[config.mk]
export PLATFORM = sky130hd
export DESIGN_NAME = button_debounce_ctrl_flat
export DESIGN_NICKNAME = d
export VERILOG_FILES = /design/src/rtl/button_debounce_ctrl_if.sv /design/src/rtl/button_debounce_ctrl.sv /design/src/flat_wrapper.sv
export SDC_FILE = /design/constraint.sdc
export NUM_CORES = 1
export LEC_CHECK = 0
export CAP_MARGIN = 25
export CORE_ASPECT_RATIO = 0.5
export CORE_UTILIZATION = 50
export CTS_CLUSTER_DIAMETER = 30
export DETAILED_ROUTE_END_ITERATION = 16
export PLACE_DENSITY = 0.77
export SLEW_MARGIN = 20
export SYNTH_ARGS = -nofsm -noshare
export SYNTH_HDL_FRONTEND = slang
export SYNTH_SLANG_ARGS = --single-unit
[constraint.sdc]
create_clock -name clk -period 2.5 [get_ports clk]
set_clock_uncertainty 0.15 [all_clocks]
set_input_delay 0.625 -clock clk [delete_from_list [all_inputs] [get_ports clk]]
set_output_delay 0.625 -clock clk [all_outputs]
set_load 0.02 [all_outputs]
[src/rtl/button_debounce_ctrl_if.sv]
// ---------------------------------------------------------------------------
// button_debounce_ctrl_if
// Groups the push-button input and the debounced outputs of
// button_debounce_ctrl into one bundle.
//   button        : raw, bouncing, asynchronous button level (1 = pressed)
//   btn_level     : debounced button level
//   press_pulse   : one-cycle strobe per accepted press
//   release_pulse : one-cycle strobe per accepted release
//   long_press    : one-cycle strobe once a press has been held long enough
//   press_count   : 8-bit wrapping count of accepted presses
// master : the side that owns the button (board pin model or bench)
// slave  : the debounce controller
// ---------------------------------------------------------------------------
interface button_debounce_ctrl_if;
  logic       button;
  logic       btn_level;
  logic       press_pulse;
  logic       release_pulse;
  logic       long_press;
  logic [7:0] press_count;

  modport master (
    output button,
    input  btn_level, press_pulse, release_pulse, long_press, press_count
  );

  modport slave (
    input  button,
    output btn_level, press_pulse, release_pulse, long_press, press_count
  );
endinterface

[src/rtl/button_debounce_ctrl.sv]
// ---------------------------------------------------------------------------
// button_debounce_ctrl
// Debounces a mechanical push button and produces press / release /
// long-press strobes plus a wrapping press counter.
// Ports:
//   clk  : system clock, everything on the rising edge
//   rst  : synchronous active-high reset
//   bus  : button_debounce_ctrl_if.slave (button in, debounced outputs out)
// Parameters:
//   DEBOUNCE_CNT : stable cycles needed to accept a press or a release
//   LONG_CNT     : held cycles, counted from press_pulse, before long_press
// Pipeline: 2-flop synchronizer -> debounce FSM (registered events) ->
// output register stage. The press_pulse latency from the first edge that
// samples button=1 is DEBOUNCE_CNT+3 edges.
// ---------------------------------------------------------------------------
module button_debounce_ctrl #(
  parameter int unsigned DEBOUNCE_CNT = 1000000,
  parameter int unsigned LONG_CNT     = 100000000
) (
  input  logic                  clk,
  input  logic                  rst,
  button_debounce_ctrl_if.slave bus
);

  localparam logic [31:0] DEB_LAST  = 32'(DEBOUNCE_CNT - 1);
  localparam logic [31:0] LONG_LAST = 32'(LONG_CNT - 1);

  typedef enum logic [1:0] {
    IDLE,
    PRESS_WAIT,
    PRESSED,
    RELEASE_WAIT
  } state_t;

  // Synchronizer: the only logic that touches the raw button.
  logic sync1_q, sync2_q;
  logic btn_s;

  always_ff @(posedge clk) begin
    if (rst) begin
      sync1_q <= 1'b0;
      sync2_q <= 1'b0;
    end else begin
      sync1_q <= bus.button;
      sync2_q <= sync1_q;
    end
  end

  assign btn_s = sync2_q;

  // Debounce FSM with registered one-cycle event flags.
  state_t      state_q;
  logic [31:0] dcnt_q;
  logic [31:0] hcnt_q;
  logic        long_flag_q;
  logic        press_evt_q;
  logic        release_evt_q;
  logic        long_evt_q;

  always_ff @(posedge clk) begin
    if (rst) begin
      state_q       <= IDLE;
      dcnt_q        <= '0;
      hcnt_q        <= '0;
      long_flag_q   <= 1'b0;
      press_evt_q   <= 1'b0;
      release_evt_q <= 1'b0;
      long_evt_q    <= 1'b0;
    end else begin
      press_evt_q   <= 1'b0;
      release_evt_q <= 1'b0;
      long_evt_q    <= 1'b0;
      case (state_q)
        IDLE: begin
          if (btn_s) begin
            state_q <= PRESS_WAIT;
            dcnt_q  <= '0;
          end
        end
        PRESS_WAIT: begin
          if (!btn_s) begin
            state_q <= IDLE;                // glitch rejected
          end else if (dcnt_q == DEB_LAST) begin
            state_q     <= PRESSED;
            press_evt_q <= 1'b1;
            hcnt_q      <= '0;
            long_flag_q <= 1'b0;
          end else begin
            dcnt_q <= dcnt_q + 32'd1;
          end
        end
        PRESSED: begin
          if (!btn_s) begin
            state_q <= RELEASE_WAIT;
            dcnt_q  <= '0;
          end else if (!long_flag_q && (hcnt_q == LONG_LAST)) begin
            long_evt_q  <= 1'b1;
            long_flag_q <= 1'b1;            // latches so long_press fires once
          end else if (!long_flag_q) begin
            hcnt_q <= hcnt_q + 32'd1;
          end
        end
        RELEASE_WAIT: begin
          // hcnt and long_flag are left untouched so a release bounce
          // resumes the hold timing instead of restarting it.
          if (btn_s) begin
            state_q <= PRESSED;
          end else if (dcnt_q == DEB_LAST) begin
            state_q       <= IDLE;
            release_evt_q <= 1'b1;
          end else begin
            dcnt_q <= dcnt_q + 32'd1;
          end
        end
        default: state_q <= IDLE;
      endcase
    end
  end

  // Output register stage: btn_level and press_count move together with
  // their strobes, so the level never changes without a matching pulse.
  logic       btn_level_q;
  logic       press_pulse_q;
  logic       release_pulse_q;
  logic       long_press_q;
  logic [7:0] press_count_q;

  always_ff @(posedge clk) begin
    if (rst) begin
      btn_level_q     <= 1'b0;
      press_pulse_q   <= 1'b0;
      release_pulse_q <= 1'b0;
      long_press_q    <= 1'b0;
      press_count_q   <= 8'd0;
    end else begin
      press_pulse_q   <= press_evt_q;
      release_pulse_q <= release_evt_q;
      long_press_q    <= long_evt_q;
      if (press_evt_q) begin
        btn_level_q   <= 1'b1;
        press_count_q <= press_count_q + 8'd1;   // wraps 255 -> 0
      end else if (release_evt_q) begin
        btn_level_q <= 1'b0;
      end
    end
  end

  assign bus.btn_level     = btn_level_q;
  assign bus.press_pulse   = press_pulse_q;
  assign bus.release_pulse = release_pulse_q;
  assign bus.long_press    = long_press_q;
  assign bus.press_count   = press_count_q;

endmodule

[src/flat_wrapper.sv]
// flat-port wrapper written by rule: the top's interface ports become plain ports
module button_debounce_ctrl_flat 
#(
  parameter int unsigned DEBOUNCE_CNT = 1000000,
  parameter int unsigned LONG_CNT     = 100000000
)
  (clk, rst, bus_button, bus_btn_level, bus_press_pulse, bus_release_pulse, bus_long_press, bus_press_count);
  button_debounce_ctrl_if bus_i ();
  input  logic clk;
  input  logic rst;
  input wire logic [$bits(bus_i.button)-1:0] bus_button;
  output wire logic [$bits(bus_i.btn_level)-1:0] bus_btn_level;
  output wire logic [$bits(bus_i.press_pulse)-1:0] bus_press_pulse;
  output wire logic [$bits(bus_i.release_pulse)-1:0] bus_release_pulse;
  output wire logic [$bits(bus_i.long_press)-1:0] bus_long_press;
  output wire logic [$bits(bus_i.press_count)-1:0] bus_press_count;
  assign bus_i.button = bus_button;
  assign bus_btn_level = bus_i.btn_level;
  assign bus_press_pulse = bus_i.press_pulse;
  assign bus_release_pulse = bus_i.release_pulse;
  assign bus_long_press = bus_i.long_press;
  assign bus_press_count = bus_i.press_count;
  button_debounce_ctrl #(.DEBOUNCE_CNT(DEBOUNCE_CNT), .LONG_CNT(LONG_CNT)) u_core (.clk(clk), .rst(rst), .bus(bus_i));
endmodule
==> results of run 1 <==
[cells in the mapped netlist, types with 11 or more instances]
| cell type | instances | share of area |
|---|---|---|
| nand2_1 | 51 | 0.043 |
| o21ai_0 | 34 | 0.038 |
| nand3_1 | 31 | 0.035 |
| clkbuf_1 | 18 | 0.015 |
| dfxtp_1 | 84 | 0.37 |
| a21oi_1 | 29 | 0.032 |
| inv_1 | 15 | 0.013 |
| xnor2_1 | 11 | 0.021 |
| a31oi_1 | 21 | 0.029 |
| nor2_1 | 49 | 0.041 |
| nor3_1 | 13 | 0.014 |
| nand4_1 | 24 | 0.033 |
| nor4_1 | 16 | 0.022 |
| o31ai_1 | 13 | 0.022 |
| xor2_1 | 11 | 0.021 |
[cell families (layout without fill, tap and decap cells)]
group | after synthesis | after routing | synth area share
and+or+nand+nor | 262 | 262 | 0.3279
AOI/OAI and AO/OA | 127 | 127 | 0.1798
DFF | 84 | 84 | 0.3741
buffers and inverters | 45 | 84 | 0.04926
xor gates and xnor gates | 22 | 22 | 0.04286
adders and majority gates | 7 | 7 | 0.01948
muxes | 3 | 3 | 0.006680
[final timing paths]
path,endpoint,slack (ns)
worst max-delay path,u_core.hcnt_q[18]$_SDFFE_PP0P_,0.14
worst max register to register,u_core.hcnt_q[18]$_SDFFE_PP0P_,0.14
worst min-delay path,u_core.bus.long_press$_SDFF_PP0_,0.29
worst min register to register,u_core.bus.long_press$_SDFF_PP0_,0.29
[area by class of cell]
class,instances,area share
inverters,15,0.01071
well taps,117,0.02784
clock buffers,14,0.05020
flip-flops and latches,84,0.3210
clock inverters,1,0.001428
repair buffers,54,0.08851
multi-input cells,421,0.5004
[per-layer routing]
metal	global-route usage	up-vias
met4	0.07407	0
met3	0.05592	20
met5	0	-
met1	0.3343	2071
met2	0.3926	134
li1	-	2123
[stage by stage]
step,cells,setup slack [ns]
2_1_floorplan,550,0.02686
3_3_place_gp,691,0.03988
3_5_place_dp,691,0.04174
4_1_cts,706,0.01240
5_1_grt,706,0.002927
6_report,706,0.1415
[power breakdown]
part | total, mW | internal [mW] | switching (mW)
clock network | 1.23 | 0.723 | 0.509
logic | 0.240 | 0.0936 | 0.146
registers | 1.35 | 1.35 | 0.00733
total | 2.83 | 2.16 | 0.663
[timing repair]
item	CTS	global route
resized for setup	0	14
setup endpoints to repair	0	35
hold buffers	0	0
==> out/metrics.cfg, run 1 <==
[timing]
fmax_mhz=424.0
finalCritPeriodShare=0.9434
timing.hold.ws_ns=0.2859
fin_crit_ns=2.358
rsz0062_at_grt=false
hold_viol=0
tightest_slew_ns=0.5191
fin_tns_setup_ns=0
drv_slew=0
setup_viol=0
max-slew-margin-rel=0.6507

[worst_setup_path]
setup.worst_path.start=u_core.long_flag_q$_SDFFE_PP0P_
cp-end-kind=register
rr_worst_depth=6
worstPathArrival_ns=2.45
cpLargestDelayFamily=simple AND/OR/NAND/NOR gates
critPathLaunchType=register
crit_chain=and3b_1 > and4b_1 > a31oi_1 > buf_4 > nand2_1 > o41ai_1
critPathKind=register to register
crit_fanout=22
cp.depth=6
cpPeakStageDelay_ns=0.53
cp.required_ns=2.59
path_buf_inv=1
slowest_stage=dfxtp_1
r2r_start=u_core.long_flag_q$_SDFFE_PP0P_

[routing]
met2_length_um=5150
routed-wl-met3_um=554
route.layer.met1.wl_um=5171
post-route-drc-count=0
firstDrtPassIters=6
wl_per_cell_um=15.60
routed_wl_um=11020
drtIter0Drc=374
highest_layer=met4
ant_nets=0
dr_total_vias=4348
vias_per_cell=6.159

[global_routing]
grt_pass1_wl_um=18640
grtUsageTotal=0.2476
overflow=0
antenna_found_initial=0
grt_max_degree=29
grt_pass1_vias=3878

[min_path]
hold_start=u_core.long_evt_q$_SDFF_PP0_
hp-class=register to register
holdPathStages=1

[power]
power.density_nw_per_um2=537.4
ir_drop_mv=0.3966
power_leakage_nw=1.738
totalPowerFinal_mw=2.826

[placement]
place_congestion=0.9698
dpl-instance-area_um2=4949
dp_hpwl_um=7663
io_buffers=14

[clock_tree]
clockRootBuffer=clkbuf_16
cts_buffers=9
clk_latency_ns=0.34
htree_levels=3
clock_path_buffers=2
post_cts_buffers=0
cts.sinks=84
cts_tree=built
clk_pin_slew_worst_paths_ns=0.06

[logic_synthesis]
synthFlopType=dfxtp_1
synth-edff-count=0
postSynthAreaPerCell_um2=8.174
syn-instance-count=550
yosysSeqAreaShare=0.3741
yosysUniqueCellTypes=69
synth_seq_cells=84
async_reset_ff_frac=0
yosysWarnings=0
syn_nets=560
syn_area_um2=4496

[floorplanning]
boundaryPins=15
dieHeight_um=69.05
rows=24
die-area_um2=9397
die_w_um=136.1
core_area_um2=8708
start_util=0.5162

[cells_and_area]
layout_common_cells=dfxtp_1 (81), nand2_1 (50), nor2_1 (49)
layout_commonest_cell=dfxtp_1
antenna_cells=0
nets=595
utilization=0.6039
register_area_um2=1688
fillers=723
fin_area_um2=5259
drive_gt1_frac=0.1409
syn_to_final_growth_pct=16.98
multiInputGateArea_um2=2631

[status]
status=finished clean

[flow_run]
cap_violations=0

No activity file was read; power rests on OpenSTA's default activity.
==> run 2: changes to the inputs <==
--- a/config.mk
+++ b/config.mk
@@ -5,6 +5,7 @@
 export SDC_FILE = /design/constraint.sdc
 export NUM_CORES = 1
 export LEC_CHECK = 0
+export ABC_CLOCK_PERIOD_IN_PS = 2500
 export CAP_MARGIN = 25
 export CORE_ASPECT_RATIO = 0.5
 export CORE_UTILIZATION = 50
==> results of run 2 <==
Final layout, timing and power as in run 1 (identical DEF).
==> run 3: changes to the inputs <==
--- a/config.mk
+++ b/config.mk
@@ -7,11 +7,15 @@
 export LEC_CHECK = 0
 export ABC_CLOCK_PERIOD_IN_PS = 2500
 export CAP_MARGIN = 25
+export CELL_PAD_IN_SITES_DETAIL_PLACEMENT = 1
+export CELL_PAD_IN_SITES_GLOBAL_PLACEMENT = 2
 export CORE_ASPECT_RATIO = 0.5
-export CORE_UTILIZATION = 50
+export CORE_UTILIZATION = 34
 export CTS_CLUSTER_DIAMETER = 30
 export DETAILED_ROUTE_END_ITERATION = 16
-export PLACE_DENSITY = 0.77
+export GPL_TIMING_DRIVEN = 1
+export HOLD_SLACK_MARGIN = 0.02
+export PLACE_DENSITY = 0.83
 export SLEW_MARGIN = 20
 export SYNTH_ARGS = -nofsm -noshare
 export SYNTH_HDL_FRONTEND = slang
==> run 3 against run 2 <==
Net effect:
- die area grew 46%
- routed wire length grew 20%
- via count grew 0.51%
- non-clock buffer count grew 14
- fmax shrank 2.5%
- setup slack lost 0.060 ns
- combinational power grew 6%
- critical path type unchanged
- largest cell class unchanged
==> out/metrics.cfg, run 3 (synthesized netlist as in run 1, its figures left out) <==
[status]
status=finished clean

[global_routing]
overflow=0
antenna_found_initial=0
grt_pass1_vias=4253
grt_max_degree=27
grtUsageTotal=0.2022
grt_pass1_wl_um=22000

[placement]
dp_hpwl_um=9737
placed_cells=757
io_buffers=14
pre_cts_slack_ns=-0.04410
place_congestion=0.8533

[worst_setup_path]
cpLargestDelayFamily=simple AND/OR/NAND/NOR gates
path_buf_inv=1
cpPeakStageDelay_ns=0.41
cp.required_ns=2.63
crit_fanout=5
cp-end-kind=register
slowest_stage=a2111oi_4
critPathKind=register to register
critPathLaunchType=register
crit_chain=inv_2 > ha_2 > or3_4 > a2111oi_4 > nor4b_4 > nand4_1 > nand2b_4 > a21oi_1
worstPathArrival_ns=2.55

[routing]
ant_nets=0
post-route-drc-count=0
dr_total_vias=4370
routed_wl_um=13260
wl_per_cell_um=17.14
drtIter0Drc=230
vias_per_cell=5.646
firstDrtPassIters=4

[floorplanning]
rows=29
boundaryPins=15
core_area_um2=12770
dieHeight_um=83.31
die_w_um=164.6
die-area_um2=13710
start_util=0.3520

[power]
power.density_nw_per_um2=565.3
ir_drop_mv=0.2322
totalPowerFinal_mw=3.125
power_leakage_nw=1.865

[cells_and_area]
layout_common_cells=dfxtp_1 (81), buf_4 (52), nand2_1 (51)
register_area_um2=1688
layout_commonest_cell=dfxtp_1
stdcell_count=774
fillers=1547
syn_to_final_growth_pct=22.96
drive_gt1_frac=0.1755
antenna_cells=0
multiInputGateArea_um2=2664
nets=609

[timing]
fin_tns_setup_ns=0
fin_crit_ns=2.418
max-slew-margin-rel=0.6214
drv_slew=0
finalCritPeriodShare=0.9672
setup_viol=0
hold_viol=0
fmax_mhz=413.5
tightest_slew_ns=0.5627
timing.hold.ws_ns=0.2973
layout_setup_ws_ns=0.08191

[clock_tree]
htree_levels=3
clk_pin_slew_worst_paths_ns=0.06
cts.sinks=84
cts_tree=built
clockRootBuffer=clkbuf_16
cts_buffers=9
clock_path_buffers=2
clk_latency_ns=0.35

[flow_run]
cap_violations=0

[min_path]
hp-class=register to register

==> run 3: cell count changes in the layout (fill, tap and decap cells not counted), moves of 2 or more <==
cell / previous run / this run
buf_4: 38 / 52
bufinv_16: 0 / 2
clkbuf_1: 3 / 0
clkinv_2: 0 / 2
inv_1: 15 / 13
inv_2: 0 / 2
nor3_1: 11 / 9
nor3_2: 2 / 4
==> run 3: path summary, 6_finish.rpt <==
check | to | slack [ns] | from | cells after the start
worst max-delay path | u_core.dcnt_q[25]$_SDFFE_PP0P_ | 0.08 | u_core.state_q[0]$_SDFFE_PP0P_ | 8
worst min-delay path | u_core.bus.long_press$_SDFF_PP0_ | 0.30 | u_core.long_evt_q$_SDFF_PP0_ | 1
worst max register to register | u_core.dcnt_q[25]$_SDFFE_PP0P_ | 0.08 | u_core.state_q[0]$_SDFFE_PP0P_ | 8
worst min register to register | u_core.bus.long_press$_SDFF_PP0_ | 0.30 | u_core.long_evt_q$_SDFF_PP0_ | 1
==> run 3: repair_timing <==
action,CTS,global route
cloned,0,0
hold buffers,0,0
pin swaps,1,2
gates resized for setup,3,16
setup endpoints to repair,3,25
buffers inserted,0,1
==> run 3: cell type report <==
class | count | area share
clock buffer | 12 | 0.04821
clock inverter | 4 | 0.01268
inverter | 15 | 0.01019
multi-input combinational | 421 | 0.4819
sequential | 84 | 0.3053
tap | 170 | 0.03848
timing repair buffer | 68 | 0.1032
==> run 3: worst reg2reg max path, cell delays in order (launching register included) <==
cell	delay, ns
dfxtp_4	0.39
inv_2	0.07
ha_2	0.19
or3_4	0.36
a2111oi_4	0.41
nor4b_4	0.33
nand4_1	0.18
nand2b_4	0.17
a21oi_1	0.12
==> run 3: metal layers <==
metal / vias to the layer above / routed length, um / global-route usage / share of wire
met2: 42 / 6320 / 0.3331 / 0.48
met1: 2169 / 6541 / 0.2695 / 0.49
li1: 2149 / - / - / -
met5: - / 0 / 0 / 0
met4: 0 / 117 / 0.05088 / 0.0088
met3: 10 / 285 / 0.03896 / 0.021
==> run 3: through the flow <==
step,area (um^2),utilization
finish,5528,0.4328
global route,5528,0.4328
CTS,5464,0.4278
detailed placement,5119,0.4008
global placement,5119,0.4008
floorplan,4496,-
==> run 3: report_power, final <==
part / internal [mW] / switching [mW] / leakage [nW]
sequential: 1.35 / 0.00968 / 0.679
clock: 0.954 / 0.560 / 0.169
combinational: 0.0987 / 0.156 / 1.02
